File: src/rtl/plic_claim_engine_if.sv
// Register-bus request/response bundle shared by the claim engine (master)
// and the bus mux in front of plic_top (slave).
interface plic_claim_engine_if;
  logic [31:0] req_addr;
  logic        req_write;
  logic [31:0] req_wdata;
  logic [3:0]  req_wstrb;
  logic        req_valid;
  logic [31:0] resp_rdata;
  logic        resp_error;
  logic        resp_ready;

  modport master (
    output req_addr, req_write, req_wdata, req_wstrb, req_valid,
    input  resp_rdata, resp_error, resp_ready
  );

  modport slave (
    input  req_addr, req_write, req_wdata, req_wstrb, req_valid,
    output resp_rdata, resp_error, resp_ready
  );
endinterface

File: src/rtl/plic_claim_engine.sv
// Hardware claim/complete sequencer for one PLIC target: claims on eip, hands the
// ID to a consumer over valid/ready, then writes it back once the consumer is done.
module plic_claim_engine #(
  parameter logic [31:0] BASE_ADDR    = 32'h0C00_0000,
  parameter int unsigned TARGET       = 0,
  parameter int unsigned ID_W         = 5,
  parameter int unsigned DONE_TIMEOUT = 1024
) (
  input  logic                   clk_i,
  input  logic                   rst_ni,
  input  logic                   enable_i,
  input  logic                   irq_i,
  plic_claim_engine_if.master    reg_bus,
  output logic                   id_valid_o,
  output logic [ID_W-1:0]        id_o,
  input  logic                   id_ready_i,
  input  logic                   done_i,
  output logic                   busy_o,
  output logic [15:0]            claim_cnt_o,
  output logic [7:0]             spurious_cnt_o,
  output logic                   err_o,
  output logic                   timeout_o,
  input  logic                   clr_i
);

  localparam logic [31:0] CLAIM_ADDR =
      BASE_ADDR + 32'h0020_0004 + 32'(TARGET) * 32'h0000_1000;
  localparam int unsigned TMR_W = (DONE_TIMEOUT > 1) ? $clog2(DONE_TIMEOUT) : 1;
  localparam logic [TMR_W-1:0] TMR_LAST =
      TMR_W'((DONE_TIMEOUT == 0) ? 0 : DONE_TIMEOUT - 1);
  localparam bit TMR_EN = (DONE_TIMEOUT != 0);

  localparam logic [2:0] StIdle       = 3'd0;
  localparam logic [2:0] StClaimRd    = 3'd1;
  localparam logic [2:0] StDeliver    = 3'd2;
  localparam logic [2:0] StWaitDone   = 3'd3;
  localparam logic [2:0] StCompleteWr = 3'd4;

  logic [2:0]       r_state,       w_state_nxt;
  logic [31:0]      r_req_addr,    w_req_addr_nxt;
  logic             r_req_write,   w_req_write_nxt;
  logic [31:0]      r_req_wdata,   w_req_wdata_nxt;
  logic [3:0]       r_req_wstrb,   w_req_wstrb_nxt;
  logic             r_req_valid,   w_req_valid_nxt;
  logic [ID_W-1:0]  r_id,          w_id_nxt;
  logic [TMR_W-1:0] r_timer,       w_timer_nxt;
  logic [15:0]      r_claim_cnt;
  logic [7:0]       r_spur_cnt;
  logic             r_err;
  logic             r_tmo;

  logic             w_claim_inc;
  logic             w_spur_inc;
  logic             w_err_set;
  logic             w_tmo_set;
  logic             w_tmo_hit;
  logic [ID_W-1:0]  w_rd_id;
  logic             w_unused_rdata;

  // Only the low ID_W bits of the claim register carry the source ID.
  assign w_rd_id        = reg_bus.resp_rdata[ID_W-1:0];
  assign w_unused_rdata = ^reg_bus.resp_rdata[31:ID_W];
  assign w_tmo_hit      = TMR_EN && (r_timer == TMR_LAST);

  always_comb begin
    w_state_nxt     = r_state;
    w_req_addr_nxt  = r_req_addr;
    w_req_write_nxt = r_req_write;
    w_req_wdata_nxt = r_req_wdata;
    w_req_wstrb_nxt = r_req_wstrb;
    w_req_valid_nxt = r_req_valid;
    w_id_nxt        = r_id;
    w_timer_nxt     = r_timer;
    w_claim_inc     = 1'b0;
    w_spur_inc      = 1'b0;
    w_err_set       = 1'b0;
    w_tmo_set       = 1'b0;
    case (r_state)
      StIdle: begin
        if (enable_i && irq_i) begin
          w_state_nxt     = StClaimRd;
          w_req_addr_nxt  = CLAIM_ADDR;
          w_req_write_nxt = 1'b0;
          w_req_wdata_nxt = '0;
          w_req_wstrb_nxt = 4'h0;
          w_req_valid_nxt = 1'b1;
        end
      end
      StClaimRd: begin
        if (reg_bus.resp_ready) begin
          w_req_valid_nxt = 1'b0;
          w_req_addr_nxt  = '0;
          if (reg_bus.resp_error) begin
            w_err_set   = 1'b1;
            w_state_nxt = StIdle;
          end else if (w_rd_id == '0) begin
            w_spur_inc  = 1'b1;
            w_state_nxt = StIdle;
          end else begin
            w_id_nxt    = w_rd_id;
            w_claim_inc = 1'b1;
            w_state_nxt = StDeliver;
          end
        end
      end
      StDeliver: begin
        if (id_ready_i) begin
          w_state_nxt = StWaitDone;
          w_timer_nxt = '0;
        end
      end
      StWaitDone: begin
        // A done pulse on the timeout cycle wins: no flags are raised.
        if (done_i || w_tmo_hit) begin
          w_state_nxt     = StCompleteWr;
          w_req_addr_nxt  = CLAIM_ADDR;
          w_req_write_nxt = 1'b1;
          w_req_wdata_nxt = 32'(r_id);
          w_req_wstrb_nxt = 4'hF;
          w_req_valid_nxt = 1'b1;
          if (!done_i) begin
            w_tmo_set = 1'b1;
            w_err_set = 1'b1;
          end
        end else begin
          w_timer_nxt = r_timer + TMR_W'(1);
        end
      end
      StCompleteWr: begin
        if (reg_bus.resp_ready) begin
          w_err_set       = reg_bus.resp_error;
          w_state_nxt     = StIdle;
          w_req_addr_nxt  = '0;
          w_req_write_nxt = 1'b0;
          w_req_wdata_nxt = '0;
          w_req_wstrb_nxt = 4'h0;
          w_req_valid_nxt = 1'b0;
        end
      end
      default: w_state_nxt = StIdle;
    endcase
  end

  always_ff @(posedge clk_i or negedge rst_ni) begin
    if (!rst_ni) begin
      r_state     <= StIdle;
      r_req_addr  <= '0;
      r_req_write <= 1'b0;
      r_req_wdata <= '0;
      r_req_wstrb <= 4'h0;
      r_req_valid <= 1'b0;
      r_id        <= '0;
      r_timer     <= '0;
    end else begin
      r_state     <= w_state_nxt;
      r_req_addr  <= w_req_addr_nxt;
      r_req_write <= w_req_write_nxt;
      r_req_wdata <= w_req_wdata_nxt;
      r_req_wstrb <= w_req_wstrb_nxt;
      r_req_valid <= w_req_valid_nxt;
      r_id        <= w_id_nxt;
      r_timer     <= w_timer_nxt;
    end
  end

  // Counters saturate; clr_i beats any same-cycle increment or flag set.
  always_ff @(posedge clk_i or negedge rst_ni) begin
    if (!rst_ni) begin
      r_claim_cnt <= '0;
      r_spur_cnt  <= '0;
      r_err       <= 1'b0;
      r_tmo       <= 1'b0;
    end else if (clr_i) begin
      r_claim_cnt <= '0;
      r_spur_cnt  <= '0;
      r_err       <= 1'b0;
      r_tmo       <= 1'b0;
    end else begin
      if (w_claim_inc && (r_claim_cnt != 16'hFFFF)) r_claim_cnt <= r_claim_cnt + 16'd1;
      if (w_spur_inc && (r_spur_cnt != 8'hFF))      r_spur_cnt  <= r_spur_cnt + 8'd1;
      if (w_err_set) r_err <= 1'b1;
      if (w_tmo_set) r_tmo <= 1'b1;
    end
  end

  assign reg_bus.req_addr  = r_req_addr;
  assign reg_bus.req_write = r_req_write;
  assign reg_bus.req_wdata = r_req_wdata;
  assign reg_bus.req_wstrb = r_req_wstrb;
  assign reg_bus.req_valid = r_req_valid;

  assign id_valid_o     = (r_state == StDeliver);
  assign id_o           = id_valid_o ? r_id : '0;
  assign busy_o         = (r_state != StIdle);
  assign claim_cnt_o    = r_claim_cnt;
  assign spurious_cnt_o = r_spur_cnt;
  assign err_o          = r_err;
  assign timeout_o      = r_tmo;

endmodule

File: src/flat_wrapper.sv
// flat-port wrapper written by rule: the top's interface ports become plain ports
module plic_claim_engine_flat 
#(
  parameter logic [31:0] BASE_ADDR    = 32'h0C00_0000,
  parameter int unsigned TARGET       = 0,
  parameter int unsigned ID_W         = 5,
  parameter int unsigned DONE_TIMEOUT = 1024
)
  (clk_i, rst_ni, enable_i, irq_i, id_valid_o, id_o, id_ready_i, done_i, busy_o, claim_cnt_o, spurious_cnt_o, err_o, timeout_o, clr_i, reg_bus_req_addr, reg_bus_req_write, reg_bus_req_wdata, reg_bus_req_wstrb, reg_bus_req_valid, reg_bus_resp_rdata, reg_bus_resp_error, reg_bus_resp_ready);
  plic_claim_engine_if reg_bus_i ();
  input  logic clk_i;
  input  logic rst_ni;
  input  logic enable_i;
  input  logic irq_i;
  output logic id_valid_o;
  output logic [ID_W-1:0] id_o;
  input  logic id_ready_i;
  input  logic done_i;
  output logic busy_o;
  output logic [15:0] claim_cnt_o;
  output logic [7:0] spurious_cnt_o;
  output logic err_o;
  output logic timeout_o;
  input  logic clr_i;
  output wire logic [$bits(reg_bus_i.req_addr)-1:0] reg_bus_req_addr;
  output wire logic [$bits(reg_bus_i.req_write)-1:0] reg_bus_req_write;
  output wire logic [$bits(reg_bus_i.req_wdata)-1:0] reg_bus_req_wdata;
  output wire logic [$bits(reg_bus_i.req_wstrb)-1:0] reg_bus_req_wstrb;
  output wire logic [$bits(reg_bus_i.req_valid)-1:0] reg_bus_req_valid;
  input wire logic [$bits(reg_bus_i.resp_rdata)-1:0] reg_bus_resp_rdata;
  input wire logic [$bits(reg_bus_i.resp_error)-1:0] reg_bus_resp_error;
  input wire logic [$bits(reg_bus_i.resp_ready)-1:0] reg_bus_resp_ready;
  assign reg_bus_req_addr = reg_bus_i.req_addr;
  assign reg_bus_req_write = reg_bus_i.req_write;
  assign reg_bus_req_wdata = reg_bus_i.req_wdata;
  assign reg_bus_req_wstrb = reg_bus_i.req_wstrb;
  assign reg_bus_req_valid = reg_bus_i.req_valid;
  assign reg_bus_i.resp_rdata = reg_bus_resp_rdata;
  assign reg_bus_i.resp_error = reg_bus_resp_error;
  assign reg_bus_i.resp_ready = reg_bus_resp_ready;
  plic_claim_engine #(.BASE_ADDR(BASE_ADDR), .TARGET(TARGET), .ID_W(ID_W), .DONE_TIMEOUT(DONE_TIMEOUT)) u_core (.clk_i(clk_i), .rst_ni(rst_ni), .enable_i(enable_i), .irq_i(irq_i), .reg_bus(reg_bus_i), .id_valid_o(id_valid_o), .id_o(id_o), .id_ready_i(id_ready_i), .done_i(done_i), .busy_o(busy_o), .claim_cnt_o(claim_cnt_o), .spurious_cnt_o(spurious_cnt_o), .err_o(err_o), .timeout_o(timeout_o), .clr_i(clr_i));
endmodule
File: config.mk
export PLATFORM = sky130hd
export DESIGN_NAME = plic_claim_engine_flat
export DESIGN_NICKNAME = d
export VERILOG_FILES = /design/src/rtl/plic_claim_engine_if.sv /design/src/rtl/plic_claim_engine.sv /design/src/flat_wrapper.sv
export SDC_FILE = /design/constraint.sdc
export NUM_CORES = 1
export LEC_CHECK = 0
export BUFFER_PORTS_ARGS = -buffer_cell sky130_fd_sc_hd__buf_4
export CAP_MARGIN = 0
export CORE_MARGIN = 5
export CORE_UTILIZATION = 41
export CTS_BUF_LIST = sky130_fd_sc_hd__clkbuf_16
export DETAILED_ROUTE_END_ITERATION = 8
export PLACE_DENSITY = 0.73
export REMOVE_ABC_BUFFERS = 1
export SETUP_SLACK_MARGIN = 0.05
export SLEW_MARGIN = 10
export SYNTH_ARGS = -nofsm -noshare
export SYNTH_HDL_FRONTEND = slang
export SYNTH_SLANG_ARGS = --single-unit
File: constraint.sdc
create_clock -name clk_i -period 2.2 [get_ports clk_i]
set_input_delay 0.22 -clock clk_i [delete_from_list [all_inputs] [get_ports clk_i]]
set_output_delay 0.22 -clock clk_i [all_outputs]
set_load 0.005 [all_outputs]
==> results of run 1 <==
[flip-flops by register name, summed over array words and instances (netlist names)]
register	flops
u_core.reg_bus.req_wdata	5
u_core.r_state	3
u_core.reg_bus.req_addr	1
u_core.r_id	5
u_core.spurious_cnt_o	8
u_core.r_timer	10
u_core.err_o	1
u_core.claim_cnt_o	16
u_core.timeout_o	1
u_core.reg_bus.req_wstrb	1
[per-layer routing]
metal | track usage, % | vias to the layer above
met5 | 0 | -
met4 | 3.151 | 0
met3 | 4.246 | 5
met2 | 24.13 | 88
met1 | 16.92 | 1200
li1 | - | 1212
[report_power, final]
part	internal (mW)	switching [mW]
combinational	0.433	0.383
clock	0.652	0.352
sequential	1.09	0.188
[final cells by class]
cell class                 count  share of cell area, %
clock buffer                   5                  3.365
inverter                      13                  1.312
sequential                    51                  34.32
tap                          102                  3.432
multi-input combinational    268                  41.76
clock inverter                 3                  1.817
timing repair buffer          69                  14.00
[logic make-up after synthesis]
group           Yosys count  synth area share, %
flops                    51                39.81
simple gates            140                24.98
mux                       5                1.756
fa+ha+maj                 3                1.171
compound gates           46                8.704
xor+xnor                 19                5.191
other cells               1               0.1170
buf+inv                  89                18.27
[placed cells by master, fill, tap and decap left out, types with 2 or more instances in the layout]
| cell type | n |
|---|---|
| nor3b_1 | 2 |
| o21ai_1 | 4 |
| nand2_1 | 25 |
| xor2_1 | 8 |
| nand3b_1 | 4 |
| or3_1 | 2 |
| buf_4 | 68 |
| nor2b_1 | 3 |
| bufinv_16 | 2 |
| nor2_1 | 32 |
| dfrtp_1 | 51 |
| nand4_1 | 12 |
| o31ai_1 | 3 |
| nor3_1 | 8 |
| a211oi_1 | 2 |
| nand3_1 | 20 |
| and4_1 | 3 |
| clkbuf_16 | 5 |
| inv_1 | 13 |
| conb_1 | 55 |
| a21oi_1 | 7 |
| xnor2_1 | 11 |
| ha_1 | 3 |
| a31oi_1 | 4 |
| and2_1 | 8 |
| and3_1 | 5 |
| o21ai_0 | 19 |
| mux2_2 | 5 |
| nor4_2 | 7 |
[worst max path at each step]
stage | end | slack (ns) | cells after the start
floorplan | u_core.claim_cnt_o[13] | -0.37 | 6
global placement | u_core.claim_cnt_o[13] | 0.35 | 7
detailed placement | u_core.claim_cnt_o[13] | 0.32 | 7
CTS | u_core.claim_cnt_o[14] | 0.30 | 6
global route | u_core.claim_cnt_o[14] | 0.08 | 6
finish | u_core.claim_cnt_o[14] | 0.30 | 6
[per-stage QoR]
stage	hold WS (ns)	util [%]	TNS [ns]	setup WS (ns)	cell area (sq um)
floorplan	-0.07559	-	-2.916	-0.3705	2872
global placement	0.2986	45.74	0	0.3513	3516
detailed placement	0.2960	45.74	0	0.3232	3516
CTS	0.1637	48.37	0	0.3040	3719
global route	0.1786	48.37	0	0.08130	3719
finish	0.1665	48.37	0	0.3046	3719
==> results_dict.tcl, run 1 <==
set metrics [dict create \
    status "completed" \
    start_kind "flip-flop" \
    io_buffers 61 \
    top_level_ports 144 \
    path_max_fanout 21 \
    vias_per_cell 4.902 \
    timing.critical_path.cells "and4bb_1, o211ai_2, buf_4, nor4_2, nor2_1, a211oi_1" \
    cts_tree "yes" \
    clockBufferDepth 2 \
    cts_max_level 2 \
    synth_edf_count 0 \
    yosys_warnings 0 \
    remaining_drc_errors 0 \
    drt_pass1_iterations 4 \
    syn_to_final_growth_pct 16.00 \
    drt_wl_total_um 6975 \
    cts_hold_buf 1 \
    max_freq_mhz 527.6 \
    cp-end-kind "flip-flop" \
    gp_congestion 0.8162 \
    wl_met1_um 2933 \
    whs_endpoint "u_core.r_state[2]" \
    dieArea_sq_mm 0.009687 \
    wl_per_cell_um 13.65 \
    ir_drop_mv 0.4919 \
    grt_pass1_vias 2440 \
    drive_above_1_share_pct 22.98 \
    maxCapViolCount 0 \
    holdCritStartpoint "reg_bus_resp_ready" \
    netlist_area_sq_mm 0.003206 \
    min_delay_path_depth 2 \
    top_layer_used "met4" \
    synth_ff_type "dfrtp_1" \
    crit_slowest_cell "dfrtp_1" \
    clk_pin_slew_ns 0.07 \
    reg2reg_to "u_core.claim_cnt_o[14]" \
    ctsResizeCount 0 \
    ys_types 47 \
    hold_viol_final 0 \
    cts_made_buffers 5 \
    ys_ff_latch 51 \
    fin_nets 452 \
    clock_sinks 51 \
    grt_pass1_wl_um 11270 \
    n_fill_cell 752 \
    start_util_pct 41.70 \
    synth.largest_area_cell "dfrtp_1" \
    async_flop_share_pct 100.0 \
    routed-via-count 2505 \
    post-dp-hpwl_um 5074 \
    cts_root_buf "clkbuf_16" \
    clock_latency_ns 0.29 \
    p_leak_nw 1.724 \
    startpoint "u_core.r_state[2]" \
    finalSetupViolCount 0 \
    track_usage_pct 13.88 \
    dr_wl_met2_um 3446 \
    p_per_area_mw_per_mm2 832.3 \
    register_area_sq_mm 0.001276 \
    slowest_delay_ns 0.52 \
    critPathArrivalTime_ns 2.09 \
    postSynthAreaPerCell_sq_um 9.055 \
    n_antenna_cell 0 \
    drt_iter0_drc 40 \
    synth_area_leaders "dfrtp_1 40%, buf_4 15%, nor2_1 3.7%" \
    cp.required_ns 2.40 \
    hp-class "in -> reg" \
    antenna_found_initial 0 \
    tightest_slew_ns 0.6783 \
    wl_met3_um 543 \
    maxSlewHeadroom_pct 54.78 \
    grt-ovfl-total 0 \
    grt_max_degree 52 \
    reg2reg_from "u_core.r_state[2]" \
    grt_setup_unrepaired "false" \
    crit_buf_inv 1 \
    synth-seq-area-share_pct 39.81 \
    postCtsSetupRepairBufs 0 \
    synth_top_cell_area_share_pct 39.81 \
    netlist_instances 354 \
    period_needed_ns 1.895 \
    reg2reg_slack_ns 0.30 \
    fin_cells 511 \
    reg2reg_depth 6 \
    path_delay_family "simple AND/OR/NAND/NOR gates" \
    die_width_um 98.42 \
    crit_type "reg -> reg" \
    drv_slew 0 \
    power_mw 3.095 \
    period_share_pct 86.16 \
    core_sq_mm 0.007687 \
    yosys.cell_count.top_type "buf_4" \
    rows 32 \
    die_y_um 98.42 \
    synth_commonest_cells "65 x buf_4, 51 x dfrtp_1, 32 x nor2_1, 25 x nand2_1, 20 x nand3_1" \
    dp_cells 502 \
    multi_input_area_sq_mm 0.001553 \
    ant_nets 0 \
    fin_skew_ns 0.007310 \
]
Note: power is estimated with default switching activity, not from simulation.
==> run 2: changes to the inputs <==
--- a/config.mk
+++ b/config.mk
@@ -8,10 +8,10 @@
 export BUFFER_PORTS_ARGS = -buffer_cell sky130_fd_sc_hd__buf_4
 export CAP_MARGIN = 0
 export CORE_MARGIN = 5
-export CORE_UTILIZATION = 41
+export CORE_UTILIZATION = 48
 export CTS_BUF_LIST = sky130_fd_sc_hd__clkbuf_16
 export DETAILED_ROUTE_END_ITERATION = 8
-export PLACE_DENSITY = 0.73
+export PLACE_DENSITY = 0.83
 export REMOVE_ABC_BUFFERS = 1
 export SETUP_SLACK_MARGIN = 0.05
 export SLEW_MARGIN = 10
==> results_dict.tcl, run 2 (synthesis gave the netlist of run 1 again) <==
set metrics [dict create \
    status "completed" \
    period_share_pct 87.20 \
    clk_pin_slew_ns 0.07 \
    tightest_slew_ns 0.6532 \
    max_freq_mhz 521.2 \
    grt_setup_unrepaired "false" \
    wl_per_cell_um 14.28 \
    drt_wl_total_um 6967 \
    p_clk_share_pct 31.4 \
    drt_pass1_iterations 4 \
    cp.required_ns 2.37 \
    clockBufferDepth 2 \
    gp_congestion 0.8097 \
    io_buffers 61 \
    cts_max_level 2 \
    clock_latency_ns 0.28 \
    remaining_drc_errors 0 \
    grt_pass1_wl_um 11740 \
    dieArea_sq_mm 0.008413 \
    p_per_area_mw_per_mm2 841.7 \
    top_level_ports 144 \
    n_antenna_cell 0 \
    clock_sinks 51 \
    maxSlewHeadroom_pct 56.45 \
    cts_root_buf "clkbuf_16" \
    routed-via-count 2545 \
    swShare_pct 29.44 \
    path_max_fanout 10 \
    hp-class "in -> reg" \
    internal_power_mw 2.209 \
    setup_slack_ns 0.2815 \
    critPathArrivalTime_ns 2.09 \
    start_util_pct 49.91 \
    grt_max_degree 52 \
    grt_pass1_vias 2468 \
    drt_iter0_drc 120 \
    cp-end-kind "flip-flop" \
    track_usage_pct 16.54 \
    die_y_um 91.72 \
    core_sq_mm 0.006422 \
    combinationalPowerShare_pct 29.4 \
    syn_to_final_growth_pct 16.04 \
    layout_commonest_cell "buf_4" \
    largest_reg_flops 16 \
    postCtsSetupRepairBufs 0 \
    drive_above_1_share_pct 23.11 \
    cts_made_buffers 5 \
    start_kind "flip-flop" \
    post-dp-hpwl_um 5083 \
    drv_slew 0 \
    grt-ovfl-total 0 \
    rows 29 \
    power_mw 3.131 \
    cts_tree "yes" \
    antenna_found_initial 0 \
    p_leak_nw 1.748 \
    place_ws_ns 0.2249 \
    finalSetupViolCount 0 \
    maxCapViolCount 0 \
    period_needed_ns 1.918 \
    switchingPower_mw 0.9219 \
    layout_common_cells "69 x buf_4, 55 x conb_1, 51 x dfrtp_1" \
    vias_per_cell 5.215 \
    sequentialPowerShare_pct 39.2 \
    ant_nets 0 \
    crit_type "reg -> reg" \
    die_width_um 91.72 \
    fin_skew_ns 0.005816 \
    hold_viol_final 0 \
    fin_nets 454 \
    ir_drop_mv 0.5906 \
]
## run 2: cell count changes in the layout (fill, tap and decap cells not counted), sizes merged
cell / previous run / this run
clkinvlp: 1 / 0
buf: 68 / 70
inv: 13 / 14
## run 2: layer usage
metal	up-vias	routed length (um)	global-route usage [%]
met5	-	0	0
met1	1228	2982	21.21
met2	102	3435	28.48
li1	1213	-	-
met3	2	501	3.682
met4	0	47	3.960
## run 2: power by group through the flow
stage / Clock [mW] / Sequential, mW / Combinational [mW]
detailed placement: 0 / 1.24 / 0.921
finish: 0.982 / 1.23 / 0.922
global route: 1.03 / 1.25 / 1.03
CTS: 0.994 / 1.22 / 0.926
global placement: 0 / 1.23 / 0.887
floorplan: 0 / 1.25 / 0.388
## run 2: path summary, 6_finish.rpt
check	from	to	slack, ns	depth (start not counted)
worst max-delay path	u_core.r_timer[0]	u_core.r_timer[5]	0.28	6
worst min-delay path	reg_bus_resp_rdata[4]	u_core.r_id[4]	0.18	2
worst max register to register	u_core.r_timer[0]	u_core.r_timer[5]	0.28	6
worst min register to register	u_core.r_timer[6]	u_core.r_timer[6]	0.49	1
max in group asynchronous	rst_ni	u_core.r_timer[6]	1.26	2
min in group asynchronous	rst_ni	u_core.r_state[2]	0.49	2
## run 2: worst max-delay path, cell delays in order, from the launching register on
cell	delay, ns
dfrtp_1	0.41
ha_1	0.26
nand4_1	0.20
o31ai_4	0.34
and2_1	0.40
o21ai_1	0.12
o41ai_1	0.07
## run 2: through the flow
step	utilization, %	hold slack (ns)	area (sq um)	setup TNS [ns]	instances
6_report	57.92	0.1766	3720	0	488
5_1_grt	57.92	0.1707	3720	0	488
3_5_place_dp	54.69	0.2946	3512	0	479
2_1_floorplan	-	-0.07559	2872	-2.916	332
4_1_cts	57.78	0.1722	3711	0	488
3_3_place_gp	54.69	0.2915	3512	0	479
## run 2: cell type report
type,count,area (sq um)
inverters,13,48.80
flip-flops and latches,51,1276
clock buffers,5,125.1
clock inverters,3,63.81
fillers,542,2703
repair buffers,71,548.0
multi-input cells,268,1562
well taps,77,96.34
## run 2: repair_timing
action	in CTS	in global routing
hold buffers	1	0
endpoints found under the hold margin	45	0
setup endpoints to repair	0	7
gates resized for setup	0	1
==> run 3: changes to the inputs <==
--- a/config.mk
+++ b/config.mk
@@ -12,6 +12,7 @@
 export CTS_BUF_LIST = sky130_fd_sc_hd__clkbuf_16
 export DETAILED_ROUTE_END_ITERATION = 8
 export PLACE_DENSITY = 0.83
+export RECOVER_POWER = 50
 export REMOVE_ABC_BUFFERS = 1
 export SETUP_SLACK_MARGIN = 0.05
 export SLEW_MARGIN = 10
==> results_dict.tcl, run 3 (synthesis gave the netlist of run 1 again) <==
set metrics [dict create \
    status "completed" \
    crit_type "reg -> reg" \
    clk_pin_slew_ns 0.07 \
    core_sq_mm 0.006422 \
    io_buffers 61 \
    cp.required_ns 2.37 \
    cts_made_buffers 5 \
    finalSetupViolCount 0 \
    fin_nets 454 \
    tightest_slew_ns 1.277 \
    slowest_delay_ns 0.41 \
    worst-path-stages 6 \
    tns_ns 0 \
    placed_cell_area_sq_mm 0.003512 \
    p_per_area_mw_per_mm2 838.5 \
    drt_wl_total_um 6925 \
    ant_nets 0 \
    post-dp-hpwl_um 5083 \
    die_y_um 91.72 \
    p_leak_nw 1.727 \
    clockBufferDepth 2 \
    cts_max_level 2 \
    grt_max_degree 52 \
    path_delay_family "simple AND/OR/NAND/NOR gates" \
    n_fill_cell 545 \
    drt_iter0_drc 128 \
    cts_root_buf "clkbuf_16" \
    reg2reg_depth 6 \
    start_util_pct 49.91 \
    reg2reg_from "u_core.r_timer[0]" \
    grt_setup_unrepaired "false" \
    maxSlewHeadroom_pct 14.86 \
    routed-via-count 2519 \
    start_kind "flip-flop" \
    antenna_found_initial 0 \
    layout_commonest_cell "conb_1" \
    drt_pass1_iterations 4 \
    timing.critical_path.cells "ha_1, nand4_1, o31ai_4, and2_1, o21ai_1, o41ai_1" \
    hp-class "in -> reg" \
    largest_reg_flops 16 \
    grt_pass1_vias 2468 \
    drv_slew 0 \
    syn_to_final_growth_pct 15.73 \
    cp-end-kind "flip-flop" \
    wl_per_cell_um 14.19 \
    n_antenna_cell 0 \
    clock_latency_ns 0.29 \
    critPathArrivalTime_ns 2.08 \
    max_freq_mhz 523.2 \
    vias_per_cell 5.162 \
    multi_input_area_sq_mm 0.001562 \
    dieArea_sq_mm 0.008413 \
    clock_sinks 51 \
    maxCapViolCount 0 \
    period_needed_ns 1.911 \
    rows 29 \
    top_level_ports 144 \
    final_cell_area_sq_mm 0.003710 \
    register_area_sq_mm 0.001276 \
    cts_tree "yes" \
    crit_slowest_cell "dfrtp_1" \
    track_usage_pct 16.54 \
    ir_drop_mv 0.5897 \
    gp_congestion 0.8097 \
    path_max_fanout 10 \
    die_width_um 91.72 \
    postCtsSetupRepairBufs 0 \
    remaining_drc_errors 0 \
    drive_above_1_share_pct 22.63 \
    period_share_pct 86.87 \
    layout_common_cells "55 x conb_1, 51 x dfrtp_1, 44 x buf_4" \
    grt-ovfl-total 0 \
    min_delay_path_depth 2 \
    fin_skew_ns 0.006388 \
    crit_buf_inv 0 \
    holdCritStartpoint "reg_bus_resp_rdata[4]" \
    startpoint "u_core.r_timer[0]" \
    grt_pass1_wl_um 11740 \
    hold_viol_final 0 \
]
[run 3: through the flow]
| stage | hold slack, ns | util, % | setup slack [ns] | total power, mW | cells |
|---|---|---|---|---|---|
| floorplan | -0.07559 | - | -0.3705 | 1.641 | 332 |
| global placement | 0.2915 | 54.69 | 0.2639 | 2.116 | 479 |
| detailed placement | 0.2946 | 54.69 | 0.2249 | 2.157 | 479 |
| CTS | 0.1722 | 57.78 | 0.2063 | 3.145 | 488 |
| global route | 0.1707 | 57.76 | 0.07742 | 3.288 | 488 |
| finish | 0.1759 | 57.76 | 0.2888 | 3.111 | 488 |
[run 3: repair_timing]
item	4_1_cts	5_1_grt
gates resized for setup	0	1
setup endpoints to repair	0	7
hold buffers	1	0
hold endpoints to repair	45	0
[run 3: final timing paths]
kind / endpoint / slack (ns)
min in group asynchronous: u_core.r_state[2] / 0.73
min reg2reg: u_core.r_timer[6] / 0.49
min: u_core.r_id[4] / 0.18
max reg2reg: u_core.r_timer[5] / 0.29
max: u_core.r_timer[5] / 0.29
max in group asynchronous: u_core.claim_cnt_o[7] / 0.68
[run 3: worst reg2reg max path: cells and delay by family, from the launching register on]
| family | cells | cell delay (ns) |
|---|---|---|
| DFF | 1 | 0.41 |
| AOI/OAI and AO/OA | 3 | 0.52 |
| and+or+nand+nor | 2 | 0.60 |
| adders and majority gates | 1 | 0.26 |
[run 3: power breakdown]
| group | total [mW] | leakage (nW) | internal, mW | switching [mW] |
|---|---|---|---|---|
| clock | 0.982 | 0.0952 | 0.648 | 0.334 |
| sequential | 1.23 | 0.692 | 1.09 | 0.136 |
| combinational | 0.903 | 0.939 | 0.456 | 0.448 |
[run 3: layout make-up]
cell class	instances	share of cell area, %
clock inverter	3	1.720
clock buffer	5	3.373
tap	77	2.597
sequential	51	34.40
multi-input combinational	268	42.09
timing repair buffer	71	14.50
inverter	13	1.315
[run 3: metal layers]
metal / global-route usage (%) / routed length (um) / vias up
met5: 0 / 0 / -
met1: 21.21 / 2980 / 1208
met4: 3.960 / 47 / 0
met3: 3.682 / 473 / 2
met2: 28.48 / 3423 / 96
li1: - / - / 1213
